`config.mk`:
```
export PLATFORM = sky130hd
export DESIGN_NAME = ds_temp_ctrl
export DESIGN_NICKNAME = d
export VERILOG_FILES = /design/src/rtl/ds_temp_ctrl.sv
export SDC_FILE = /design/constraint.sdc
export NUM_CORES = 1
export LEC_CHECK = 0
export BUFFER_PORTS_ARGS = -buffer_cell sky130_fd_sc_hd__buf_2
export CAP_MARGIN = 10
export CELL_PAD_IN_SITES_DETAIL_PLACEMENT = 1
export CELL_PAD_IN_SITES_GLOBAL_PLACEMENT = 2
export CORE_ASPECT_RATIO = 1.1
export CORE_MARGIN = 2
export CORE_UTILIZATION = 39
export CTS_CLUSTER_DIAMETER = 40
export CTS_CLUSTER_SIZE = 40
export DETAILED_ROUTE_END_ITERATION = 12
export PLACE_DENSITY = 0.81
export SETUP_SLACK_MARGIN = 0.15
export SLEW_MARGIN = 20
export SYNTH_ARGS = -nofsm -noshare
export SYNTH_HDL_FRONTEND = slang
export SYNTH_SLANG_ARGS = --single-unit
```
`constraint.sdc`:
```
create_clock -name clk -period 6.05 [get_ports clk]
set_clock_uncertainty 0.2 [all_clocks]
set_input_delay 1.21 -clock clk [delete_from_list [all_inputs] [get_ports clk]]
set_output_delay 1.21 -clock clk [all_outputs]
set_load 0.005 [all_outputs]
```
`src/rtl/ds_temp_ctrl.sv`:
```
// DS18B20 measurement sequencer: runs reset/SKIP ROM/CONVERT T, waits for the
// conversion, then reads scratchpad bytes 0 and 1 through the byte layer.
module ds_temp_ctrl #(
  parameter int unsigned CONV_WAIT = 37_500_000,
  parameter int unsigned CNT_W     = 26
) (
  input  logic        clk,
  input  logic        rst,
  input  logic        start,
  output logic        busy,
  output logic        rst_en,
  output logic        wr_en,
  output logic [7:0]  wdata,
  output logic        rd_en,
  input  logic [7:0]  rdata,
  input  logic        rdata_vld,
  input  logic        rdy,
  output logic [15:0] temp_raw,
  output logic        temp_sign,
  output logic [10:0] temp_abs,
  output logic        temp_vld,
  output logic [3:0]  dbg_state
);

  typedef enum logic [3:0] {
    S_IDLE, S_RST1, S_SKIP1, S_CONV, S_WAIT, S_RST2,
    S_SKIP2, S_RDCMD, S_RDL, S_RDH, S_DONE
  } state_t;

  localparam logic [CNT_W-1:0] CNT_LAST = CNT_W'(CONV_WAIT - 1);

  state_t           state_q, state_d;
  logic             issued_q, issued_d;
  logic [CNT_W-1:0] cnt_q, cnt_d;
  logic [7:0]       lsb_q, lsb_d;
  logic             rst_en_q, rst_en_d;
  logic             wr_en_q, wr_en_d;
  logic             rd_en_q, rd_en_d;
  logic [7:0]       wdata_q, wdata_d;
  logic             busy_q, busy_d;
  logic [15:0]      temp_raw_q, temp_raw_d;
  logic             temp_sign_q, temp_sign_d;
  logic [10:0]      temp_abs_q, temp_abs_d;
  logic             temp_vld_q, temp_vld_d;
  logic             req_busy;
  logic             cmd_done;
  logic [15:0]      raw_new;

  // Byte-layer handshake: a request is a one-cycle pulse issued only when rdy=1
  // and no request is in flight; a command completes once rdy is back at 1 with
  // every request low (reads complete on rdata_vld instead). The request for the
  // next state is decided in the completing cycle so it can appear on entry.
  assign req_busy = rst_en_q | wr_en_q | rd_en_q;
  assign cmd_done = issued_q & rdy & ~req_busy;
  assign raw_new  = {rdata, lsb_q};

  always_comb begin
    state_d     = state_q;
    issued_d    = issued_q;
    cnt_d       = cnt_q;
    lsb_d       = lsb_q;
    rst_en_d    = 1'b0;
    wr_en_d     = 1'b0;
    rd_en_d     = 1'b0;
    wdata_d     = wdata_q;
    temp_raw_d  = temp_raw_q;
    temp_sign_d = temp_sign_q;
    temp_abs_d  = temp_abs_q;
    temp_vld_d  = 1'b0;

    case (state_q)
      S_IDLE:  if (start) state_d = S_RST1;
      S_RST1:  if (cmd_done) state_d = S_SKIP1;
      S_SKIP1: if (cmd_done) state_d = S_CONV;
      S_CONV:  if (cmd_done) state_d = S_WAIT;
      S_WAIT: begin
        if (cnt_q == CNT_LAST) begin
          cnt_d   = '0;
          state_d = S_RST2;
        end else begin
          cnt_d = cnt_q + CNT_W'(1);
        end
      end
      S_RST2:  if (cmd_done) state_d = S_SKIP2;
      S_SKIP2: if (cmd_done) state_d = S_RDCMD;
      S_RDCMD: if (cmd_done) state_d = S_RDL;
      S_RDL: begin
        if (issued_q && rdata_vld) begin
          lsb_d   = rdata;
          state_d = S_RDH;
        end
      end
      S_RDH: begin
        if (issued_q && rdata_vld) begin
          temp_raw_d  = raw_new;
          temp_sign_d = raw_new[15];
          temp_abs_d  = raw_new[15] ? 11'(~raw_new[10:0] + 11'd1) : raw_new[10:0];
          temp_vld_d  = 1'b1;
          state_d     = S_DONE;
        end
      end
      S_DONE:  state_d = S_IDLE;
      default: state_d = S_IDLE;
    endcase

    if (state_d != state_q) issued_d = 1'b0;

    if (!issued_d && rdy && !req_busy) begin
      case (state_d)
        S_RST1, S_RST2: begin
          rst_en_d = 1'b1;
          issued_d = 1'b1;
        end
        S_SKIP1, S_SKIP2: begin
          wr_en_d  = 1'b1;
          wdata_d  = 8'hCC;
          issued_d = 1'b1;
        end
        S_CONV: begin
          wr_en_d  = 1'b1;
          wdata_d  = 8'h44;
          issued_d = 1'b1;
        end
        S_RDCMD: begin
          wr_en_d  = 1'b1;
          wdata_d  = 8'hBE;
          issued_d = 1'b1;
        end
        S_RDL, S_RDH: begin
          rd_en_d  = 1'b1;
          issued_d = 1'b1;
        end
        default: ;
      endcase
    end

    // busy drops in the result cycle so it falls together with temp_vld
    busy_d = (state_d != S_IDLE) && (state_d != S_DONE);
  end

  always_ff @(posedge clk or posedge rst) begin
    if (rst) begin
      state_q     <= S_IDLE;
      issued_q    <= 1'b0;
      cnt_q       <= '0;
      lsb_q       <= 8'h00;
      rst_en_q    <= 1'b0;
      wr_en_q     <= 1'b0;
      rd_en_q     <= 1'b0;
      wdata_q     <= 8'h00;
      busy_q      <= 1'b0;
      temp_raw_q  <= 16'h0000;
      temp_sign_q <= 1'b0;
      temp_abs_q  <= 11'd0;
      temp_vld_q  <= 1'b0;
    end else begin
      state_q     <= state_d;
      issued_q    <= issued_d;
      cnt_q       <= cnt_d;
      lsb_q       <= lsb_d;
      rst_en_q    <= rst_en_d;
      wr_en_q     <= wr_en_d;
      rd_en_q     <= rd_en_d;
      wdata_q     <= wdata_d;
      busy_q      <= busy_d;
      temp_raw_q  <= temp_raw_d;
      temp_sign_q <= temp_sign_d;
      temp_abs_q  <= temp_abs_d;
      temp_vld_q  <= temp_vld_d;
    end
  end

  assign busy      = busy_q;
  assign rst_en    = rst_en_q;
  assign wr_en     = wr_en_q;
  assign wdata     = wdata_q;
  assign rd_en     = rd_en_q;
  assign temp_raw  = temp_raw_q;
  assign temp_sign = temp_sign_q;
  assign temp_abs  = temp_abs_q;
  assign temp_vld  = temp_vld_q;
  assign dbg_state = state_q;

endmodule
```
==> key figures, run 1 <==
Worst setup path
  – Startpoint types: input pin
  – Maximum fanout along the worst path: 9
  – R2R depth: 5
  – Critical path class: in -> reg
  – Worst R2R End: cnt_q[23]
  – Worst Path Required: 6100 ps
  – Crit end category: flip-flop
  – CP Data Arrival Time: 2930 ps
  – FF-to-FF Start: dbg_state[3]
  – R2R setup slack: 3200 ps

Layout
  – Fraction of layout cells with a size suffix above 1: 28.6%
  – Area growth syn-to-layout: 15.5%
  – Fillers: 1,033
  – Final std cells w/o fill: 499
  – Antenna diodes: 0
  – Final net count: 395

CTS
  – Worst-Skew Late Latency: 350 ps
  – CTS tree: built
  – TritonCTS Buffers: 9
  – Maximum root-to-sink buffer count: 2
  – CTS Hold Bufs: 0
  – H-tree depth: 3
  – # Post-CTS Setup Buffers: 0
  – CTS sink cnt: 74
  – CTS resizes: 0
  – Clock Pin Slew Worst Setup and Hold Paths: 80 ps
  – CTS Root Cell: clkbuf_8

Synth
  – Synth Flop Type: dfrtp_1
  – Top cell type's share of synthesized area: 52.7%
  – Cell accounting for the most synthesized area: dfrtp_1
  – Synth Area per Inst: 10.6 sq um
  – Post-synth EDFFs: 0
  – Mux cell area share after synthesis: 7.61%
  – Seq cells post-synth: 74
  – Compound-cell area share of the yosys netlist: 7.40%
  – Synth cell types: 49
  – Post-synth top cells: 74 x dfrtp_1, 33 x nor2_1, 23 x nand2_1
  – Post-Synth Adder-Cell Area: 0.711%
  – Largest family of logic cells by synthesized area: simple AND/OR/NAND/NOR gates
  – Most frequent cell after synthesis: dfrtp_1
  – Synthesized Nets: 346
  – Share of synthesized registers carrying an async set or reset: 100%
  – Mapped cell area: 3520 sq um
  – Simple logic cell fraction of the synthesized area: 19.0%
  – Syn Inst Count: 331
  – Top cells by area, synth: dfrtp_1 53%, mux2_2 7.0%, xnor2_1 4.2%
  – Post-synthesis xor/xnor area fraction: 8.47%
  – Synth warn: 0
  – Seq/Total Area, Yosys: 52.7%

Power and ir drop
  – PD cells: 411 nW/um^2
  – Pwr Total: 1670 uW
  – IR drop worst, VDD: 174 uV
  – Leak pwr: 0.00187 uW

Placement
  – Cells after DPL: 483
  – Gpl congestion: 0.731
  – Detailed Place HPWL: 5370 um
  – # port buffers: 56

Floorplan
  – Starting Density: 39.8%
  – IO Count: 58
  – Die area: 9790 sq um
  – Area of the core: 8830 sq um
  – Die Y-Extent: 104 um
  – # rows: 36
  – Die width: 94.5 um

Min path
  – Depth of the worst hold-timing path: 1
  – HP Class: reg -> reg
  – Hold Crit Endpoint: wdata[2]
  – Worst Min Path Start: wdata[2]

Detailed routing
  – Post-DR vias/cell: 5.17
  – Wirelength per Cell: 15.4 um
  – Iteration-0 DRC count of the detailed router: 94
  – Drc violations: 0
  – Routed wire length: 7680 um
  – Vias post-DR: 2,578
  – DRT Pass-1 Iters: 4
  – ANT nets after route: 0

STA
  – Slew Limit Fails: 0
  – Fin. Hold Viols: 0
  – Unrepaired setup endpoints after global routing: false
  – Worst-margin pin slew: 914 ps
  – Final Setup Violations: 0
  – Tmin final: 2890 ps
  – Fmax: 0.346 GHz
  – Tcrit/Tclk final: 47.7%
  – Slew Limit Headroom: 39.1%
  – Setup_tns: 0 ps

Global routing
  – Total gr overflow: 0
  – GRT Overall Usage: 17.7%
  – Largest net degree at the start of global routing: 75
  – Initial antenna violation count: 0
  – First-pass GRT wire length: 13,700 um
  – Vias in the first global route: 2,762

Run
  – Max cap viols: 0

Outcome
  – Outcome: complete, no violations
==> placed cells by master (no fill, tap or decap), types with 9 or more instances in the layout <==
cell,instances
buf_2,56
nand4_1,9
dfrtp_1,74
a21oi_1,16
nand2_1,23
clkbuf_8,9
mux2_2,22
xor2_1,17
xnor2_1,17
nor2_1,33
o21ai_0,11
==> how the worst max path moves through the flow <==
stage,start,endpoint,slack [ps],depth (start not counted)
global placement,rdy,rd_en,2890,6
global route,dbg_state[0],cnt_q[23],2970,5
CTS,rdy,rd_en,3170,6
floorplan,rst,busy,2760,1
finish,rdy,rd_en,3160,6
detailed placement,rdy,rd_en,2830,6
==> area by class of cell <==
| type | instances | area (sq um) | area share, % |
|---|---|---|---|
| Clock inverter | 7 | 70.1 | 1.73 |
| Inverter | 8 | 30.0 | 0.739 |
| Multi-Input combinational cell | 227 | 1530 | 37.7 |
| Tap cell | 114 | 143 | 3.51 |
| Sequential cell | 74 | 1850 | 45.6 |
| Clock buffer | 9 | 124 | 3.05 |
| Timing Repair Buffer | 60 | 310 | 7.64 |
==> state kept, by name, summed over array words and instances (netlist names) <==
name / count
lsb_q: 8
busy: 1
rd_en: 1
dbg_state: 4
wdata: 4
cnt_q: 26
temp_raw: 16
rst_en: 1
wr_en: 1
temp_vld: 1
temp_abs: 10
issued_q: 1
==> stage by stage <==
stage	utilization, %	hold WS (ps)	cell area (sq um)	worst slack [ps]
final	46.0	264	4060	3160
after global routing	46.0	297	4060	2970
after CTS	46.0	272	4060	3170
after detailed placement	43.8	251	3870	2830
after global placement	43.8	246	3870	2890
after floorplan	-	241	3520	2760
==> metal layers <==
layer | global-route usage (%) | part of all wire (%)
met1 | 23.7 | 46
met2 | 27.8 | 49
met3 | 2.98 | 2.9
met4 | 8.28 | 2.3
met5 | 0 | 0
==> worst max-delay path, stage by stage <==
cell and delay, ps:
buf_2 70, nor4b_2 630, a211o_1 230, o211ai_1 100, or4_1 500, and3_1 190
==> report_power, final <==
| group | internal [uW] | switching (uW) | leakage [uW] |
|---|---|---|---|
| sequential | 638 | 155 | 0.000956 |
| combinational | 254 | 242 | 0.000815 |
| clock | 189 | 190 | 0.0000990 |
| total | 1080 | 587 | 0.00187 |
==> cell families (layout without fill, tap and decap cells) <==
logic type / after synthesis / after routing
AND/OR/NAND/NOR: 123 / 123
flip-flops: 74 / 74
AO/OA/AOI/OAI: 43 / 43
XOR/XNOR: 34 / 34
buffers and inverters: 30 / 84
multiplexers: 24 / 24
adder cells (fa/ha/maj): 2 / 2
other: 1 / 1
Power figures use the tool's default switching activity.
==> run 2: changes to the inputs <==
- CORE_UTILIZATION: 39 -> 32
- PLACE_DENSITY: 0.81 -> 0.71
- clock period: 6.05 -> 2.6 ns (I/O delays scaled with it)
==> run 2 against run 1 <==
Effect of this change:
- final cell count is 8.2% higher
- sequential share of layout area is 2.7 points lower
- highest routed layer unchanged
- sequential power is 120% higher
- critical path depth stayed put
- critical path type is now reg -> reg
- register-to-register slack worse by 3000 ps
- worst setup slack worse by 3000 ps
- worst hold slack worse by 210 ps
- cell area is 6.2% higher
==> key figures, run 2 (synthesis results as in run 1) <==
Global routing
  – Vias in the first global route: 2,774
  – GRT Overall Usage: 15.3%
  – Initial antenna violation count: 0
  – Total gr overflow: 0
  – Largest net degree at the start of global routing: 41
  – First-pass GRT wire length: 14,300 um

Worst setup path
  – Maximum fanout along the worst path: 6
  – CP Data Arrival Time: 2430 ps
  – Worst Path Required: 2620 ps
  – R2R setup slack: 190 ps
  – R2R depth: 6
  – Cell Chain, Critical Path: or4b_4 > or4_4 > buf_4 > nor2_1 > nand4_1 > xnor2_1
  – Worst path slowest cell: or4_4
  – Crit end category: flip-flop
  – Slowest stage delay, CP: 570 ps
  – Critical path class: reg -> reg
  – Startpoint types: flip-flop

Floorplan
  – # rows: 40
  – Starting Density: 32.5%
  – Die Y-Extent: 114 um
  – IO Count: 58
  – Die area: 11,800 sq um
  – Area of the core: 10,800 sq um
  – Die width: 104 um

Outcome
  – Outcome: complete, no violations

STA
  – Slew Limit Fails: 0
  – Final Setup Violations: 0
  – Fmax: 0.416 GHz
  – Tmin final: 2410 ps
  – Final setup margin: 195 ps
  – Tcrit/Tclk final: 92.5%
  – Fin. Hold Viols: 0
  – Slew Limit Headroom: 59.9%
  – Worst-margin pin slew: 600 ps
  – Unrepaired setup endpoints after global routing: true
  – Setup_tns: 0 ps

Placement
  – DP Worst Slack: 201 ps
  – Gpl congestion: 0.752
  – Detailed Place HPWL: 6120 um
  – Cell area after placement: 4000 sq um
  – # port buffers: 56

CTS
  – CTS tree: built
  – TritonCTS Buffers: 9
  – Worst-Skew Late Latency: 330 ps
  – CTS sink cnt: 74
  – H-tree depth: 3
  – Maximum root-to-sink buffer count: 2
  – CTS Root Cell: clkbuf_16
  – Clock Pin Slew Worst Setup and Hold Paths: 60 ps
  – CTS Hold Bufs: 0

Power and ir drop
  – Combinational share of power: 30.5%
  – Switching fraction of total power: 33.1%
  – PD cells: 994 nW/um^2
  – Clock share of power: 28.1%
  – Internal power: 2870 uW
  – IR drop worst, VDD: 484 uV
  – Reg power frac: 41.4%
  – P_sw: 1420 uW
  – Leak pwr: 0.00197 uW

Layout
  – Top reg by flops: cnt_q
  – Area growth syn-to-layout: 22.6%
  – Most common cell after layout, fill and taps aside: dfrtp_1
  – Most frequent cells in the layout: 74 x dfrtp_1, 56 x buf_2, 33 x nor2_1, 23 x nand2_1, 22 x mux2_2
  – Largest register FFs: 26
  – Antenna diodes: 0
  – Post-layout util: 39.9%
  – Fillers: 1,244
  – Fraction of layout cells with a size suffix above 1: 30.3%
  – Design Area, Final: 4310 sq um
  – Final net count: 404

Detailed routing
  – DRT Pass-1 Iters: 4
  – Wirelength per Cell: 15.7 um
  – Iteration-0 DRC count of the detailed router: 93
  – Vias post-DR: 2,633
  – Drc violations: 0
  – ANT nets after route: 0
  – Routed wire length: 8460 um
  – Post-DR vias/cell: 4.88

Min path
  – HP Class: in -> async

Run
  – Max cap viols: 0
-- run 2: cell types whose count changed in the layout (fill, tap and decap cells not counted), sizes merged --
cell and change:
inv -1, buf +9, clkbuf +1, clkinvlp +1
clkinv -2
-- run 2: area by class of cell --
class / count / area, sq um / area share, %
tap: 147 / 184 / 4.26
inverter: 8 / 33.8 / 0.783
clock inverter: 5 / 56.3 / 1.31
multi-input combinational: 227 / 1560 / 36.1
timing repair buffer: 69 / 403 / 9.34
clock buffer: 10 / 229 / 5.31
sequential: 74 / 1850 / 42.9
-- run 2: timing repair --
| action | in CTS | in global routing |
|---|---|---|
| endpoints found under the setup margin | 0 | 8 |
| setup buffers | 0 | 1 |
| resized for setup | 0 | 4 |
| hold endpoints to repair | 0 | 0 |
-- run 2: stage by stage --
stage                     total power (uW)  hold WS (ps)  instances
after detailed placement              3120           250        524
after global routing                  4600           107        540
after floorplan                       2590           241        331
final                                 4290          54.7        540
after global placement                3080           248        524
after CTS                             4350          76.3        539
-- run 2: power by group through the flow --
stage	combinational, uW	sequential [uW]	clock, uW
global route	1470	1840	1290
floorplan	843	1740	0
CTS	1320	1790	1240
detailed placement	1320	1800	0
finish	1310	1770	1210
global placement	1300	1780	0
-- run 2: critical path: cells and delay by family, from the launching register on --
| kind | cells | cell delay [ps] |
|---|---|---|
| and+or+nand+nor | 4 | 1410 |
| DFF | 1 | 370 |
| buffers and inverters | 1 | 170 |
| xor gates and xnor gates | 1 | 140 |
-- run 2: path summary, 6_finish.rpt --
path | endpoint | startpoint
setup / recovery | cnt_q[16] | dbg_state[3]
hold / removal | wdata[2] | rst
setup reg to reg | cnt_q[16] | dbg_state[3]
hold reg to reg | wdata[2] | wdata[2]
max in group asynchronous | cnt_q[25] | rst
min in group clk | lsb_q[4] | rdata[4]
-- run 2: routing by layer --
metal / vias up / track usage [%] / routed length [um]
met1: 1323 / 19.8 / 3880
met5: - / 0 / 0
met3: 11 / 3.31 / 262
li1: 1262 / - / -
met4: 0 / 5.41 / 129
met2: 37 / 25.6 / 4190
==> run 3: changes to the inputs <==
- REMOVE_ABC_BUFFERS: not set -> 1
==> run 3 against run 2 <==
Effect of this change:
- routed wire length is 3.4% lower
- via count is 2.2% higher
- final cell count is 1.3% higher
- maximum frequency is 0.91% higher
- critical path depth stayed put
- sequential power hardly changed
- global-route usage is 0.67 points lower
- sequential cell count stayed put
- non-clock buffer count is 6 higher
- largest cell class unchanged
- sequential share of layout area is 0.94 points lower
- utilization is 0.89 points higher
- worst hold slack worse by 53 ps
==> key figures, run 3 (synthesis results as in run 1) <==
Worst setup path
  – CP Data Arrival Time: 2410 ps
  – R2R depth: 6
  – Buf/Inv on CP: 1
  – Worst Path Required: 2620 ps
  – Critical path class: reg -> reg
  – Worst R2R End: cnt_q[20]
  – Worst path depth: 6
  – Cell Chain, Critical Path: or4b_4 > or4_4 > buf_4 > nor4_1 > xnor2_1 > nor2_1
  – Crit end category: flip-flop
  – Maximum fanout along the worst path: 6
  – Slowest stage delay, CP: 570 ps
  – Worst path slowest cell: or4_4
  – R2R setup slack: 220 ps
  – Startpoint types: flip-flop
  – Delay-heaviest family, CP: simple AND/OR/NAND/NOR gates
  – FF-to-FF Start: dbg_state[3]

Layout
  – Multi-input gate area: 1540 sq um
  – Fraction of layout cells with a size suffix above 1: 31.3%
  – Most common cell after layout, fill and taps aside: dfrtp_1
  – Sequential cell area: 1850 sq um
  – Area growth syn-to-layout: 25.4%
  – Most frequent cells in the layout: 74 x dfrtp_1, 56 x buf_2, 33 x nor2_1, 23 x nand2_1, 22 x mux2_2
  – Antenna diodes: 0
  – Fillers: 1,260
  – Post-layout util: 40.8%
  – Largest register FFs: 26
  – Final net count: 410
  – Top reg by flops: cnt_q

Floorplan
  – Die area: 11,800 sq um
  – Die width: 104 um
  – Starting Density: 32.5%
  – # rows: 40
  – Die Y-Extent: 114 um
  – Area of the core: 10,800 sq um
  – IO Count: 58

Detailed routing
  – Iteration-0 DRC count of the detailed router: 59
  – DRT Pass-1 Iters: 4
  – Post-DR vias/cell: 4.92
  – Wirelength per Cell: 15.0 um
  – Drc violations: 0
  – Routed wire length: 8180 um
  – ANT nets after route: 0
  – Vias post-DR: 2,690

STA
  – Final setup margin: 217 ps
  – Slew Limit Headroom: 63.4%
  – Slew Limit Fails: 0
  – Worst hold slack: 1.83 ps
  – Unrepaired setup endpoints after global routing: true
  – Fmax: 0.420 GHz
  – Tcrit/Tclk final: 91.7%
  – Fin. Hold Viols: 0
  – Tmin final: 2380 ps
  – Setup_tns: 0 ps
  – Worst-margin pin slew: 541 ps
  – Final Setup Violations: 0

Global routing
  – Total gr overflow: 0
  – Largest net degree at the start of global routing: 40
  – Vias in the first global route: 2,783
  – GRT Overall Usage: 14.7%
  – First-pass GRT wire length: 13,800 um
  – Initial antenna violation count: 0

CTS
  – CTS Root Cell: clkbuf_16
  – Worst-Skew Late Latency: 330 ps
  – TritonCTS Buffers: 9
  – Clock Pin Slew Worst Setup and Hold Paths: 60 ps
  – CTS sink cnt: 74
  – CTS tree: built
  – Maximum root-to-sink buffer count: 2
  – H-tree depth: 3

Outcome
  – Outcome: complete, no violations

Power and ir drop
  – PD cells: 1030 nW/um^2
  – IR drop worst, VDD: 397 uV
  – Leak pwr: 0.00202 uW

Placement
  – DP Worst Slack: 193 ps
  – # port buffers: 56
  – Detailed Place HPWL: 5810 um
  – Gpl congestion: 0.779

Run
  – Max cap viols: 0

Min path
  – HP Class: in -> async
run 3: cell count changes in the layout (fill, tap and decap cells not counted), sizes merged:
cell / before / now
buf: 69 / 75
bufinv: 1 / 3
clkbuf: 10 / 12
clkinv: 3 / 0
clkinvlp: 2 / 1
inv: 7 / 8
run 3: worst max-delay path by stage:
stage                 start   endpoint  slack (ps)
4_1_cts        dbg_state[3]  cnt_q[24]         200
5_1_grt        dbg_state[3]  cnt_q[20]         130
3_5_place_dp   dbg_state[3]  cnt_q[24]         190
2_1_floorplan  dbg_state[3]   issued_q       -1490
6_report       dbg_state[3]  cnt_q[20]         220
3_3_place_gp   dbg_state[3]  cnt_q[24]         240
run 3: area by class of cell:
type | instances | share of cell area (%)
repair buffers | 75 | 10.2
inverters | 8 | 0.681
flip-flops and latches | 74 | 42.0
multi-input cells | 227 | 35.0
clock buffers | 12 | 5.82
well taps | 147 | 4.17
clock inverters | 4 | 2.21
run 3: where the power goes:
group,switching (uW),internal (uW)
logic,683,656
clock network,470,990
registers,260,1490
run 3: stage by stage:
step / area [sq um] / power, uW / instances
after floorplan: 3400 / 2510 / 309
after detailed placement: 4000 / 3120 / 526
final: 4410 / 4550 / 547
after global routing: 4410 / 4860 / 547
after CTS: 4360 / 4620 / 542
after global placement: 4000 / 3070 / 526
run 3: metal layers:
metal,vias up,wire [um],global-route usage [%]
li1,1271,-,-
met1,1357,3790,18.4
met2,53,3970,24.6
met3,9,281,2.91
met4,0,132,6.76
met5,-,0,0
run 3: what timing repair did:
item / CTS / global route
setup buffers: 0 / 5
setup endpoints to repair: 0 / 8
gates resized for setup: 0 / 3
hold buffers: 0 / 0
endpoints found under the hold margin: 0 / 0
run 3: worst reg2reg max path, cell delays in order, from the launching register on:
cell     delay (ps)
dfrtp_1         380
or4b_4          540
or4_4           570
buf_4           160
nor4_1          220
xnor2_1         160
nor2_1           50
